===== src/rtl/alu_seq.sv =====
// -----------------------------------------------------------------------------
// alu_seq -- command sequencer and register file in front of an 8-bit ALU.
//
// Accepts one command at a time over a valid/ready handshake, reads operands
// from a small register file, drives the external ALU through registered
// operand/opcode outputs, and writes the ALU result back together with local
// zero/carry flags. Every accepted command yields exactly one response beat.
//
// Handshake semantics (both channels): a beat transfers on a rising clk edge
// where valid and ready are both high. The producer keeps valid and its
// payload stable until the transfer. cmd_ready is high only in IDLE. rsp_valid
// is high only in RESP, and the rsp_* payload is held while rsp_ready is low.
//
// Command opcodes:
//   0x0       load immediate: reg[dst] = imm, zero = (imm == 0), carry = 0
//   0x1..0xB  ALU operation: reg[dst] = ALU(reg[srca], reg[srcb], op)
//   0xC       register read when ALU_SEQ_RDREG_EN is defined, else illegal
//   0xD..0xF  illegal: rsp_err = 1, rsp_data = 0, no state change
//
// Build option:
//   ALU_SEQ_RDREG_EN  when defined, op 0xC returns reg[srca] without writing.
//
// Ports:
//   clk, reset_n                 clock, asynchronous active-low reset
//   cmd_valid / cmd_ready        command handshake
//   cmd_op, cmd_dst, cmd_srca,
//   cmd_srcb, cmd_imm            command payload
//   alu_in_a, alu_in_b,
//   alu_opcode                   registered ALU inputs
//   alu_out, alu_carry           ALU result (combinational, outside this block)
//   rsp_valid / rsp_ready        response handshake
//   rsp_data, rsp_zero,
//   rsp_carry, rsp_err           response payload
//   dbg_state_o                  current FSM state, for observation only
// -----------------------------------------------------------------------------
module alu_seq #(
   parameter int DATA_W = 8,
   parameter int NREG   = 4,
   parameter int SEL_W  = $clog2(NREG)
) (
   input  logic              clk,
   input  logic              reset_n,
   // command channel
   input  logic              cmd_valid,
   output logic              cmd_ready,
   input  logic [3:0]        cmd_op,
   input  logic [SEL_W-1:0]  cmd_dst,
   input  logic [SEL_W-1:0]  cmd_srca,
   input  logic [SEL_W-1:0]  cmd_srcb,
   input  logic [DATA_W-1:0] cmd_imm,
   // ALU side
   output logic [DATA_W-1:0] alu_in_a,
   output logic [DATA_W-1:0] alu_in_b,
   output logic [3:0]        alu_opcode,
   input  logic [DATA_W-1:0] alu_out,
   input  logic              alu_carry,
   // response channel
   output logic              rsp_valid,
   input  logic              rsp_ready,
   output logic [DATA_W-1:0] rsp_data,
   output logic              rsp_zero,
   output logic              rsp_carry,
   output logic              rsp_err,
   // observation
   output logic [1:0]        dbg_state_o
);

   typedef enum logic [1:0] {
      ST_IDLE = 2'd0,
      ST_EXEC = 2'd1,
      ST_RESP = 2'd2
   } state_t;

   localparam logic [3:0] OP_LDI   = 4'h0;
   localparam logic [3:0] OP_ALU_HI = 4'hB;
   localparam logic [3:0] OP_RDREG = 4'hC;

   // ---------------------------------------------------------------------------
   // State
   // ---------------------------------------------------------------------------
   state_t              state_q,    state_d;
   logic [DATA_W-1:0]   rf_q [NREG];
   logic [DATA_W-1:0]   rf_d [NREG];
   logic                zero_q,     zero_d;
   logic                carry_q,    carry_d;
   logic [DATA_W-1:0]   alu_a_q,    alu_a_d;
   logic [DATA_W-1:0]   alu_b_q,    alu_b_d;
   logic [3:0]          alu_op_q,   alu_op_d;
   logic [SEL_W-1:0]    dst_q,      dst_d;
   logic [DATA_W-1:0]   rsp_data_q, rsp_data_d;
   logic                rsp_err_q,  rsp_err_d;

   logic                cmd_fire;

   assign cmd_fire = cmd_valid && (state_q == ST_IDLE);

   // ---------------------------------------------------------------------------
   // Next-state and datapath decode
   // ---------------------------------------------------------------------------
   always_comb begin
      state_d    = state_q;
      rf_d       = rf_q;
      zero_d     = zero_q;
      carry_d    = carry_q;
      alu_a_d    = alu_a_q;
      alu_b_d    = alu_b_q;
      alu_op_d   = alu_op_q;
      dst_d      = dst_q;
      rsp_data_d = rsp_data_q;
      rsp_err_d  = rsp_err_q;

      unique case (state_q)
         ST_IDLE: begin
            if (cmd_fire) begin
               if (cmd_op == OP_LDI) begin
                  rf_d[cmd_dst] = cmd_imm;
                  zero_d        = (cmd_imm == '0);
                  carry_d       = 1'b0;
                  rsp_data_d    = cmd_imm;
                  rsp_err_d     = 1'b0;
                  state_d       = ST_RESP;
               end else if (cmd_op <= OP_ALU_HI) begin
                  // Operands are read here, after every earlier write has
                  // landed, so dst == srca == srcb needs no forwarding.
                  // Unary ops still latch reg[srcb]; the ALU ignores it.
                  alu_a_d  = rf_q[cmd_srca];
                  alu_b_d  = rf_q[cmd_srcb];
                  alu_op_d = cmd_op;
                  dst_d    = cmd_dst;
                  state_d  = ST_EXEC;
               end else if (cmd_op == OP_RDREG) begin
`ifdef ALU_SEQ_RDREG_EN
                  rsp_data_d = rf_q[cmd_srca];
                  rsp_err_d  = 1'b0;
`else
                  rsp_data_d = '0;
                  rsp_err_d  = 1'b1;
`endif
                  state_d    = ST_RESP;
               end else begin
                  // Illegal: flags and registers stay as they were.
                  rsp_data_d = '0;
                  rsp_err_d  = 1'b1;
                  state_d    = ST_RESP;
               end
            end
         end

         ST_EXEC: begin
            // The ALU is combinational on the registered alu_* outputs, so
            // its result is settled by the end of this single cycle.
            rf_d[dst_q] = alu_out;
            carry_d     = alu_carry;
            zero_d      = (alu_out == '0);
            rsp_data_d  = alu_out;
            rsp_err_d   = 1'b0;
            state_d     = ST_RESP;
         end

         ST_RESP: begin
            if (rsp_ready) begin
               rsp_err_d = 1'b0;
               state_d   = ST_IDLE;
            end
         end

         default: begin
            state_d = ST_IDLE;
         end
      endcase
   end

   // ---------------------------------------------------------------------------
   // Registers
   // ---------------------------------------------------------------------------
   always_ff @(posedge clk or negedge reset_n) begin
      if (!reset_n) begin
         state_q    <= ST_IDLE;
         for (int i = 0; i < NREG; i++) begin
            rf_q[i] <= '0;
         end
         zero_q     <= 1'b0;
         carry_q    <= 1'b0;
         alu_a_q    <= '0;
         alu_b_q    <= '0;
         alu_op_q   <= 4'h0;
         dst_q      <= '0;
         rsp_data_q <= '0;
         rsp_err_q  <= 1'b0;
      end else begin
         state_q    <= state_d;
         for (int i = 0; i < NREG; i++) begin
            rf_q[i] <= rf_d[i];
         end
         zero_q     <= zero_d;
         carry_q    <= carry_d;
         alu_a_q    <= alu_a_d;
         alu_b_q    <= alu_b_d;
         alu_op_q   <= alu_op_d;
         dst_q      <= dst_d;
         rsp_data_q <= rsp_data_d;
         rsp_err_q  <= rsp_err_d;
      end
   end

   // ---------------------------------------------------------------------------
   // Outputs
   // ---------------------------------------------------------------------------
   assign cmd_ready   = (state_q == ST_IDLE);
   assign rsp_valid   = (state_q == ST_RESP);
   assign rsp_data    = rsp_data_q;
   assign rsp_zero    = zero_q;
   assign rsp_carry   = carry_q;
   assign rsp_err     = rsp_err_q;
   assign alu_in_a    = alu_a_q;
   assign alu_in_b    = alu_b_q;
   assign alu_opcode  = alu_op_q;
   assign dbg_state_o = state_q;

endmodule


===== config.mk =====
export PLATFORM = sky130hd
export DESIGN_NAME = alu_seq
export DESIGN_NICKNAME = d
export VERILOG_FILES = /design/src/rtl/alu_seq.sv
export SDC_FILE = /design/constraint.sdc
export NUM_CORES = 1
export LEC_CHECK = 0
export BUFFER_PORTS_ARGS = -buffer_cell sky130_fd_sc_hd__buf_2
export CAP_MARGIN = 40
export CORE_MARGIN = 2
export CORE_UTILIZATION = 38
export CTS_CLUSTER_DIAMETER = 80
export CTS_CLUSTER_SIZE = 20
export DETAILED_ROUTE_END_ITERATION = 12
export HOLD_SLACK_MARGIN = 0.12
export MAX_ROUTING_LAYER = met4
export PLACE_DENSITY = 0.6
export REMOVE_ABC_BUFFERS = 1
export SETUP_SLACK_MARGIN = 0.15
export SLEW_MARGIN = 20
export SYNTH_ARGS = -nofsm -noshare
export SYNTH_HDL_FRONTEND = slang
export SYNTH_SLANG_ARGS = --single-unit

===== constraint.sdc =====
create_clock -name clk -period 2.4 [get_ports clk]
set_input_delay 0 -clock clk [delete_from_list [all_inputs] [get_ports clk]]
set_output_delay 0 -clock clk [all_outputs]
set_load 0.01 [all_outputs]

==> impl_metrics.json <==
{
  "clock-skew-final_ns": 0.01133,
  "die_area_um2": 10160,
  "timing.final.ws_setup_ns": 0.3331,
  "yosys.area_share.simple_pct": 7.449,
  "portBuffers": 65,
  "holdPathStages": 3,
  "grt_pass1_vias": 2905,
  "cts_num_sinks": 67,
  "synthMuxAreaShare_pct": 23.05,
  "synth_seq_area_share_pct": 47.08,
  "min_to": "rf_q[6]$_DFFE_PN0P_",
  "drv_cap": 0,
  "power_density_nw_per_um2": 1230,
  "vdd_drop_max_uv": 663.2,
  "area_growth_pct": 28.00,
  "nets": 433,
  "firstDrtPassIters": 5,
  "clk_pin_slew_ns": 0.07,
  "regToRegEndpoint": "rf_q[31]$_DFFE_PN0P_",
  "drtIter0Drc": 231,
  "root_buffer": "clkbuf_8",
  "clockBufferDepth": 2,
  "stdcell_area_um2": 4558,
  "async_flop_share_pct": 100.0,
  "synth_top_family_by_area": "multiplexers",
  "total_power_mw": 5.608,
  "drive_gt1_share_pct": 40.20,
  "ys_types": 34,
  "grt_max_degree": 40,
  "track_usage_pct": 21.23,
  "slew_headroom_pct": 46.82,
  "drv_slew": 0,
  "hp-start": "alu_out[6]",
  "timing.fmax_mhz": 483.8,
  "cp_slowest_stage_delay_ns": 0.41,
  "fin_util_pct": 49.80,
  "rsz0062_at_grt": "false",
  "vias": 3007,
  "routedWlPerCell_um": 19.33,
  "layout_min_cycle_time_ns": 2.067,
  "initial_core_util_pct": 38.91,
  "crit_arrival_ns": 2.30,
  "critPathCaptureType": "register",
  "synth_compound_area_share_pct": 17.71,
  "fin_crit_sh_pct": 86.12,
  "reg2reg_depth": 6,
  "ys.flop_type": "dfrtp_1",
  "crit_start": "dbg_state_o[1]$_DFFE_PN0P_",
  "cts_buffers": 9,
  "synth_warnings": 0,
  "postSynthCellCount": 301,
  "cts_tree": "built",
  "grt-ovfl-total": 0,
  "core_area_um2": 9153,
  "grt_pass1_wl_mm": 15.77,
  "outcome": "completed",
  "antenna_left": 0,
  "r2r-start": "dbg_state_o[1]$_DFFE_PN0P_",
  "hold_slack_ns": 0.1419,
  "rows": 35,
  "start_kind": "register",
  "diodes": 0,
  "cp_slowest_cell": "dfrtp_1",
  "num_io_pins": 66,
  "drc": 0,
  "criticalPathCategory": "register to register",
  "syn_area_um2": 3561,
  "hp-class": "input pin to register",
  "path_buf_inv": 1,
  "synth_edf_count": 0,
  "critPathRequiredTime_ns": 2.63,
  "p_leak_nw": 1.995,
  "place_area_um2": 4069,
  "reg2reg_slack_ns": 0.33,
  "hpwl_mm": 6.711,
  "critical_path.cell_chain": "inv_1, ha_1, nor2b_1, nand2_1, a21boi_4, mux2_2",
  "place.gp.congestion": 0.8118,
  "tightest_slew_ns": 0.7961,
  "cpLargestDelayFamily": "flip-flops",
  "synth.avg_cell_area_um2": 11.83,
  "cts_htree_levels": 3,
  "die_y_um": 100.8,
  "setup_violations": 0,
  "ys_seq_elements": 67,
  "drt-vias-per-instance": 5.850,
  "cp_max_fo": 9,
  "synth_fa_ha_area_share_pct": 1.405,
  "die_w_um": 100.8,
  "antenna_found_initial": 0,
  "place_ws_ns": 0.3154,
  "finalHoldViolations": 0,
  "totalWireLength_mm": 9.936,
  "yosys.area_share.xor_xnor_pct": 0,
  "clk_latency_ns": 0.36
}
[state kept, by name, indices dropped and copies added (netlist names)]
register / count
rf_q: 32
alu_in_b: 8
dst_q: 2
rsp_data: 8
alu_opcode: 4
rsp_err: 1
rsp_zero: 1
alu_in_a: 8
dbg_state_o: 2
rsp_carry: 1
[repair_timing]
item                                   4_1_cts  5_1_grt
setup endpoints to repair                    0       20
hold buffers                                24        0
resized for setup                            0        2
buffers inserted                             0        4
endpoints found under the hold margin       74        0
[tightest hold or removal path, delay by kind of cell]
kind,cells,cell delay (ns)
buf+inv,1,0.16
compound gates,2,0.28
[area by class of cell]
| class | count | area, um^2 |
|---|---|---|
| tap | 111 | 138.9 |
| timing repair buffer | 109 | 738.2 |
| fill | 847 | 4594 |
| inverter | 5 | 18.77 |
| clock buffer | 11 | 151.4 |
| sequential | 67 | 1677 |
| clock inverter | 5 | 61.31 |
| multi-input combinational | 206 | 1773 |
[power breakdown]
| group | internal (mW) | switching (mW) | total [mW] |
|---|---|---|---|
| Clock | 0.538 | 0.458 | 0.996 |
| Sequential | 1.68 | 0.356 | 2.04 |
| Combinational | 1.26 | 1.31 | 2.58 |
[per-layer routing]
layer	vias up	routed length (um)	GRT usage, %
li1	1364	-	-
met1	1509	4392	28.16
met2	118	4808	33.03
met3	16	581	4.300
met4	0	154	6.428
met5	-	0	-
[synthesized netlist by cell type, types with 5 or more instances]
cell type	count	area, um^2
mux4_2	16	360.4
dfrtp_1	67	1677
a32oi_1	16	140.1
o21ai_0	8	40.04
a31oi_1	23	143.9
inv_1	5	18.77
a21oi_1	20	100.1
a32o_1	12	120.1
mux2_2	40	450.4
nor2_1	11	41.29
nand2_1	27	101.4
nor2b_1	5	31.28
buf_1	7	26.28
clkbuf_1	10	37.54
[per-stage QoR]
step	instances	TNS, ns
after floorplan	278	-1.092
after global placement	469	0
after detailed placement	470	0
after CTS	510	0
after global routing	514	0
final	514	0
[worst max-delay path by stage]
stage,to,slack [ns],cells after the start
floorplan,rf_q[10]$_DFFE_PN0P_,-0.13,6
global placement,rf_q[11]$_DFFE_PN0P_,0.39,5
detailed placement,rf_q[15]$_DFFE_PN0P_,0.32,5
CTS,rf_q[13]$_DFFE_PN0P_,0.16,6
global route,rf_q[7]$_DFFE_PN0P_,0.20,7
finish,rf_q[31]$_DFFE_PN0P_,0.33,6
[placed cells by master (no fill, tap or decap), types with 5 or more instances in the layout]
| master | synthesis | final |
|---|---|---|
| clkbuf_8 | 0 | 11 |
| mux4_2 | 16 | 16 |
| nor2_1 | 11 | 11 |
| dlygate4sd3_1 | 0 | 24 |
| inv_1 | 5 | 5 |
| buf_2 | 4 | 66 |
| a32o_1 | 12 | 12 |
| nor2b_1 | 5 | 5 |
| a21oi_1 | 20 | 20 |
| mux2_2 | 40 | 40 |
| a31oi_1 | 23 | 23 |
| o21ai_0 | 8 | 8 |
| dfrtp_1 | 67 | 67 |
| a32oi_1 | 16 | 16 |
| nand2_1 | 27 | 26 |
| buf_4 | 2 | 17 |
[cell families after synthesis]
group	count (synthesis)
AO/OA/AOI/OAI	87
adder cells (fa/ha/maj)	4
buffers and inverters	28
flip-flops	67
multiplexers	57
AND/OR/NAND/NOR	58
Note: power is estimated with default switching activity, not from simulation.
